### src/rtl/reg_file.sv
// Dual-bank register file: vector bank plus scalar bank, two combinational read
// ports and one synchronous writeback port. Scalar reads are broadcast to every lane.
module reg_file #(
  parameter int registerSize     = 8,
  parameter int registerQuantity = 4,
  parameter int selectionBits    = 2,
  parameter int vectorSize       = 4
) (
  input  logic                                     clk,
  input  logic                                     reset,
  input  logic                                     regWrEnSc,
  input  logic                                     regWrEnVec,
  input  logic [selectionBits:0]                   rSel1,
  input  logic [selectionBits:0]                   rSel2,
  input  logic [selectionBits:0]                   regToWrite,
  input  logic [vectorSize-1:0][registerSize-1:0]  dataIn,
  output logic [vectorSize-1:0][registerSize-1:0]  operand1,
  output logic [vectorSize-1:0][registerSize-1:0]  operand2
);

  logic [vectorSize-1:0][registerSize-1:0] vreg_r [registerQuantity];
  logic [registerSize-1:0]                 sreg_r [registerQuantity];
  logic [selectionBits-1:0]                wrIdx_s;
  logic                                    unusedWrMsb_s;

  // The write index ignores the bank bit; the enables pick the bank instead.
  assign wrIdx_s       = regToWrite[selectionBits-1:0];
  assign unusedWrMsb_s = regToWrite[selectionBits];

  // Vector bank storage: async clear, whole-register writes.
  always_ff @(posedge clk or negedge reset) begin
    if (!reset) begin
      for (int i = 0; i < registerQuantity; i++) begin
        vreg_r[i] <= '0;
      end
    end else if (regWrEnVec) begin
      vreg_r[wrIdx_s] <= dataIn;
    end else begin
      vreg_r[wrIdx_s] <= vreg_r[wrIdx_s];
    end
  end

  // Scalar bank storage: async clear, lane 0 of the write data only.
  always_ff @(posedge clk or negedge reset) begin
    if (!reset) begin
      for (int i = 0; i < registerQuantity; i++) begin
        sreg_r[i] <= '0;
      end
    end else if (regWrEnSc) begin
      sreg_r[wrIdx_s] <= dataIn[0];
    end else begin
      sreg_r[wrIdx_s] <= sreg_r[wrIdx_s];
    end
  end

  // Read port 1 decode; no bypass, so a same-cycle write shows only after the edge.
  always_comb begin
    operand1 = '0;
    case (rSel1[selectionBits])
      1'b1:    operand1 = {vectorSize{sreg_r[rSel1[selectionBits-1:0]]}};
      1'b0:    operand1 = vreg_r[rSel1[selectionBits-1:0]];
      default: operand1 = '0;
    endcase
  end

  // Read port 2 decode, independent of port 1.
  always_comb begin
    operand2 = '0;
    case (rSel2[selectionBits])
      1'b1:    operand2 = {vectorSize{sreg_r[rSel2[selectionBits-1:0]]}};
      1'b0:    operand2 = vreg_r[rSel2[selectionBits-1:0]];
      default: operand2 = '0;
    endcase
  end

endmodule

### config.mk
export PLATFORM = sky130hd
export DESIGN_NAME = reg_file
export DESIGN_NICKNAME = d
export VERILOG_FILES = /design/src/rtl/reg_file.sv
export SDC_FILE = /design/constraint.sdc
export NUM_CORES = 1
export LEC_CHECK = 0
export CAP_MARGIN = 0
export CORE_MARGIN = 2
export CORE_UTILIZATION = 35
export CTS_CLUSTER_SIZE = 14
export DETAILED_ROUTE_END_ITERATION = 8
export DONT_BUFFER_PORTS = 1
export HOLD_SLACK_MARGIN = 0.08
export PLACE_DENSITY = 0.58
export SLEW_MARGIN = 10
export SYNTH_ARGS = -nofsm -noshare
export SYNTH_HDL_FRONTEND = slang
export SYNTH_SLANG_ARGS = --single-unit
### constraint.sdc
create_clock -name clk -period 1.6 [get_ports clk]
set_input_delay 0.32 -clock clk [delete_from_list [all_inputs] [get_ports clk]]
set_output_delay 0.32 -clock clk [all_outputs]
set_load 0.01 [all_outputs]
==> summary.txt, run 1 <==
Yosys
  – Post-synth top area share: 41.6%
  – Yosys Warn Count: 0
  – Mapped cell area: 9610 sq um
  – Net count after synthesis: 645
  – Yosys reg bits: 160
  – Mapped Cells: 600
  – Yosys cell types: 13
  – Biggest area consumer among synthesized cells: dfrtp_1
  – Seq/Total Area, Yosys: 41.6%
  – Syn Area/Cell: 16.0 sq um
  – Synth area leaders: dfrtp_1 (42%), mux2_2 (31%), mux4_2 (15%)

Routing
  – Routed WL per cell: 28.6 um
  – Pre-antenna DRT Iters: 5
  – DR iter-0 viols: 318
  – Vias/cell: 5.84
  – Aggregate routed wire length: 27600 um
  – Post-DRT Antenna Nets: 0
  – Vias: 5645
  – DRC viols: 0

Global routing
  – Gr usage total: 19.6%
  – Largest net degree at the start of global routing: 161
  – First-pass GRT wire length: 41100 um
  – Initial antenna violation count: 0
  – Vias in the first global route: 6357
  – Global route overflow: 0

Worst setup path
  – Reg2Reg Depth: 2
  – Crit path launch type: flop
  – Worst setup startpoint: sreg_r[16]
  – Reg2Reg Setup Slack: 0.70 ns
  – FF-to-FF Start: sreg_r[18]
  – End of the critical path: operand1[24]
  – Critical Path Sink Type: output pin
  – R2r endpoint: sreg_r[18]
  – Critical path type: reg -> out
  – Critical Path AT: 1.74 ns
  – Data required time of the worst path: 1.28 ns
  – Critical path fanouts, max: 4

Job
  – Max_cap viols: 0

Placed design
  – Post-DP HPWL: 17100 um
  – Routability Congestion: 0.749
  – PortBufs: 0
  – DP Cell Count: 901
  – Dpl cell area: 9780 sq um

Timing
  – Period utilisation layout: 129%
  – RSZ-0062 raised after global routing: true
  – Slew @ Worst Pin: 0.323 ns
  – Fmax: 0.484 GHz
  – Setup slack after layout: -0.464 ns
  – Final Critical Period: 2.06 ns
  – Final hold violations: 160
  – Worst Clk Skew: 0 ns
  – Max-slew violation count: 0
  – Final Setup Violations: 64
  – Hold Worst Slack: -0.408 ns
  – Worst slew margin: 78.4%

Clocking
  – CTS Buf Count: 17
  – CTS tree: yes
  – Clock latency on the worst-skew pair: 0.42 ns
  – CTS resizes: 0
  – Hold-fix buffers, CTS: 32
  – Root buffer cell: clkbuf_16
  – CTS max path bufs: 2
  – Htree depth: 4
  – Clock sinks: 160
  – Clock transition at the registers of the reported paths: 0.06 ns

Cells and area
  – Finished Cell Area: 10600 sq um
  – Fin cells: 967
  – Share of layout cells above drive strength 1: 64.4%
  – # nets final: 658
  – Area grow syn2layout: 10.8%
  – # diodes: 0
  – Utilization after layout: 39.5%

Power
  – Sw Pwr: 3.76 mW
  – Pleak: 4.23 nW
  – Sw Share: 29.3%
  – Int Power: 9.05 mW
  – PwrDens: 1200 nW/um^2
  – Combinational power share: 28.6%
  – Seq pwr share: 42.0%
  – Peak supply drop: 0.513 mV
  – Clock network power share: 29.4%
  – Total power: 12.8 mW

Floorplan
  – Ports: 109
  – Die Width: 170 um
  – Core outline area: 27000 sq um
  – Chip height: 170 um
  – Starting density of the core: 35.7%
  – Die area: 28800 sq um
  – FP Rows: 60

Run status
  – Outcome: complete, but fails checks
  – Failing checks: negative hold slack, negative setup slack

Min path
  – Worst Hold Class: in -> async
-- worst max-delay path: stages (launching register included) --
cell and delay, ns:
dfrtp_1 0.39, mux2_4 0.36, mux4_2 0.56
-- routing by layer --
metal | vias up | track usage (%) | part of all wire [%]
li1 | 2342 | - | -
met5 | - | 0 | 0
met1 | 3112 | 24.3 | 40
met4 | 0 | 6.24 | 1.8
met2 | 167 | 33.5 | 51
met3 | 24 | 5.13 | 6.9
-- synthesized netlist by cell type --
master,instances
buf_12,2
buf_2,30
buf_6,13
buf_8,2
clkbuf_8,1
dfrtp_1,160
mux2_1,23
mux2_2,265
mux2_4,32
mux4_2,64
nand3_1,2
nand3b_1,4
nor3b_2,2
-- flip-flops by register name, summed over array words and instances, names as in the netlist --
| name | cells |
|---|---|
| sreg_r | 32 |
| vreg_r | 128 |
-- cell type report --
cell class / instances / area (sq um)
clock inverter: 12 / 95.1
sequential: 160 / 4000
timing repair buffer: 42 / 445
tap: 341 / 427
multi-input combinational: 392 / 5240
fill: 2428 / 16300
clock buffer: 20 / 437
-- cell usage in the layout (no fill, tap or decap) --
cell,n
nand3_2,1
nand3b_1,4
buf_4,6
bufinv_16,1
dfrtp_1,160
clkbuf_16,17
mux2_4,32
buf_12,4
mux2_2,265
nand3_1,1
clkinv_2,7
dlygate4sd3_1,32
nor3b_4,1
nor3b_2,1
mux4_2,64
mux2_1,23
clkinvlp_4,4
clkbuf_1,3
-- worst min path at each step --
stage,endpoint,cells after the start
finish,vreg_r[29],0
detailed placement,vreg_r[29],0
global placement,vreg_r[93],0
global route,vreg_r[29],0
floorplan,sreg_r[0],0
CTS,vreg_r[29],0
-- timing repair --
action | in CTS | in global routing
buffers inserted | 1 | 1
endpoints found under the hold margin | 320 | 160
gates cloned | 0 | 0
endpoints found under the setup margin | 64 | 64
-- kinds of logic after synthesis --
kind of cell	synth area share (%)
muxes	53.7
DFF	41.6
buffers and inverters	3.96
and+or+nand+nor	0.677
-- power by group through the flow --
stage | logic (mW) | registers, mW | clock network (mW)
after floorplan | 2.90 | 5.24 | 0
after global placement | 3.45 | 5.31 | 0
after detailed placement | 3.55 | 5.44 | 0
after CTS | 3.69 | 5.36 | 3.86
after global routing | 3.85 | 5.47 | 4.03
final | 3.67 | 5.38 | 3.76
-- through the flow --
stage | setup WS (ns) | setup TNS [ns]
finish | -0.464 | -26.61
global route | -0.492 | -28.74
CTS | -0.473 | -27.50
detailed placement | -0.0181 | -0.120
global placement | 0.00973 | 0
floorplan | -0.106 | -6.64
No activity file was read; power rests on OpenSTA's default activity.
==> run 2: changes to the inputs <==
Settings changed: CORE_UTILIZATION 35 to 55, PLACE_DENSITY 0.58 to 0.8.
==> summary.txt, run 2 (synthesis results as in run 1) <==
Clocking
  – Clock latency on the worst-skew pair: 0.42 ns
  – Clock sinks: 160
  – CTS max path bufs: 2
  – Htree depth: 4
  – Clock transition at the registers of the reported paths: 0.06 ns
  – CTS tree: yes
  – CTS Buf Count: 17
  – CTS resizes: 0
  – Root buffer cell: clkbuf_16
  – Hold-fix buffers, CTS: 32

Cells and area
  – Largest register by flop count: vreg_r
  – # nets final: 661
  – Commonest non-fill, non-tap cells in the layout: mux2_2 (265), dfrtp_1 (160), mux4_2 (64)
  – Fillers: 1255
  – Reg area: 4000 sq um
  – Area taken by multi-input logic gates: 5240 sq um
  – Utilization after layout: 61.7%
  – Share of layout cells above drive strength 1: 64.9%
  – Area grow syn2layout: 10.2%
  – # diodes: 0
  – Most common cell after layout, fill and taps aside: mux2_2
  – Flip-flop count of the largest register after layout: 128
  – Largest regs: vreg_r (128), sreg_r (32)

Placed design
  – Routability Congestion: 0.776
  – Post-DP HPWL: 15500 um
  – PortBufs: 0

Global routing
  – Largest net degree at the start of global routing: 161
  – Initial antenna violation count: 0
  – Vias in the first global route: 6187
  – First-pass GRT wire length: 38400 um
  – Global route overflow: 0
  – Gr usage total: 28.9%

Routing
  – Vias/cell: 6.72
  – DR iter-0 viols: 533
  – Post-DRT Antenna Nets: 0
  – Routed WL per cell: 30.0 um
  – Vias: 5743
  – Pre-antenna DRT Iters: 5
  – Aggregate routed wire length: 25600 um
  – DRC viols: 0

Job
  – Max_cap viols: 0

Worst setup path
  – Crit path launch type: flop
  – Critical Path Sink Type: output pin
  – Reg2Reg Setup Slack: 0.60 ns
  – Critical path fanouts, max: 4
  – Reg2Reg Depth: 3
  – Critical path type: reg -> out
  – Critical Path AT: 1.75 ns
  – FF-to-FF Start: sreg_r[21]
  – R2r endpoint: sreg_r[21]
  – Data required time of the worst path: 1.28 ns

Timing
  – RSZ-0062 raised after global routing: true
  – Slew @ Worst Pin: 0.363 ns
  – Worst slew margin: 75.7%
  – Period utilisation layout: 129%
  – Worst Clk Skew: 0 ns
  – Final Setup Violations: 64
  – Fmax: 0.484 GHz
  – Max-slew violation count: 0
  – Final Critical Period: 2.07 ns
  – Final hold violations: 160
  – Hold Worst Slack: -0.411 ns
  – Setup slack after layout: -0.466 ns

Floorplan
  – Core outline area: 17200 sq um
  – Die Width: 136 um
  – Die area: 18600 sq um
  – Ports: 109
  – Chip height: 136 um
  – Starting density of the core: 56.0%
  – FP Rows: 48

Power
  – Pleak: 4.29 nW
  – PwrDens: 1250 nW/um^2
  – Peak supply drop: 1.01 mV

Min path
  – Worst Hold Class: in -> async

Run status
  – Outcome: complete, but fails checks
  – Failing checks: negative hold slack, negative setup slack
run 2: critical path: stages (launching register included):
cell and delay, ns:
dfrtp_1 0.40, mux2_4 0.35, mux4_2 0.56
run 2: timing repair:
action                     4_1_cts  5_1_grt
setup buffers                    3        2
setup endpoints to repair       64       64
hold endpoints to repair       320      160
run 2: through the flow:
step / setup TNS, ns / instances / power (mW) / cell area (sq um) / setup slack (ns)
floorplan: -6.64 / 600 / 8.14 / 9640 / -0.106
global placement: 0 / 785 / 8.70 / 9640 / 0.0154
detailed placement: -0.0153 / 785 / 8.93 / 9640 / -0.00633
CTS: -27.37 / 852 / 13.2 / 10600 / -0.471
global route: -28.70 / 854 / 13.7 / 10600 / -0.487
finish: -26.95 / 854 / 13.2 / 10600 / -0.466
run 2: power breakdown:
group	switching (mW)	leakage [nW]	total [mW]	internal, mW
Sequential	0.561	1.89	5.38	4.82
Combinational	1.55	2.10	3.67	2.12
Clock	1.65	0.299	4.15	2.50
Total	3.76	4.29	13.2	9.44
run 2: layout make-up:
class	count	share of cell area, %
Clock buffer	23	4.70
Clock inverter	9	0.992
Multi-Input combinational cell	392	49.5
Sequential cell	160	37.8
Tap cell	225	2.66
Timing Repair Buffer	45	4.42
run 2: worst max path at each step:
| stage | cells past startpoint | slack, ns | end | startpoint |
|---|---|---|---|---|
| after global placement | 2 | 0.02 | operand1[12] | sreg_r[20] |
| after global routing | 2 | -0.49 | operand2[12] | sreg_r[20] |
| final | 2 | -0.47 | operand1[12] | sreg_r[20] |
| after floorplan | 4 | -0.11 | operand2[12] | rSel2[1] |
| after detailed placement | 2 | -0.006 | operand2[4] | sreg_r[20] |
| after CTS | 2 | -0.47 | operand2[4] | sreg_r[20] |
run 2: routing by layer:
metal	track usage, %	share of wire [%]	wire (um)	up-vias
li1	-	-	-	2359
met1	35.7	38	9790	3099
met2	47.9	50	12900	227
met3	7.76	7.7	1970	58
met4	12.7	3.7	935	0
met5	0	0	0	-
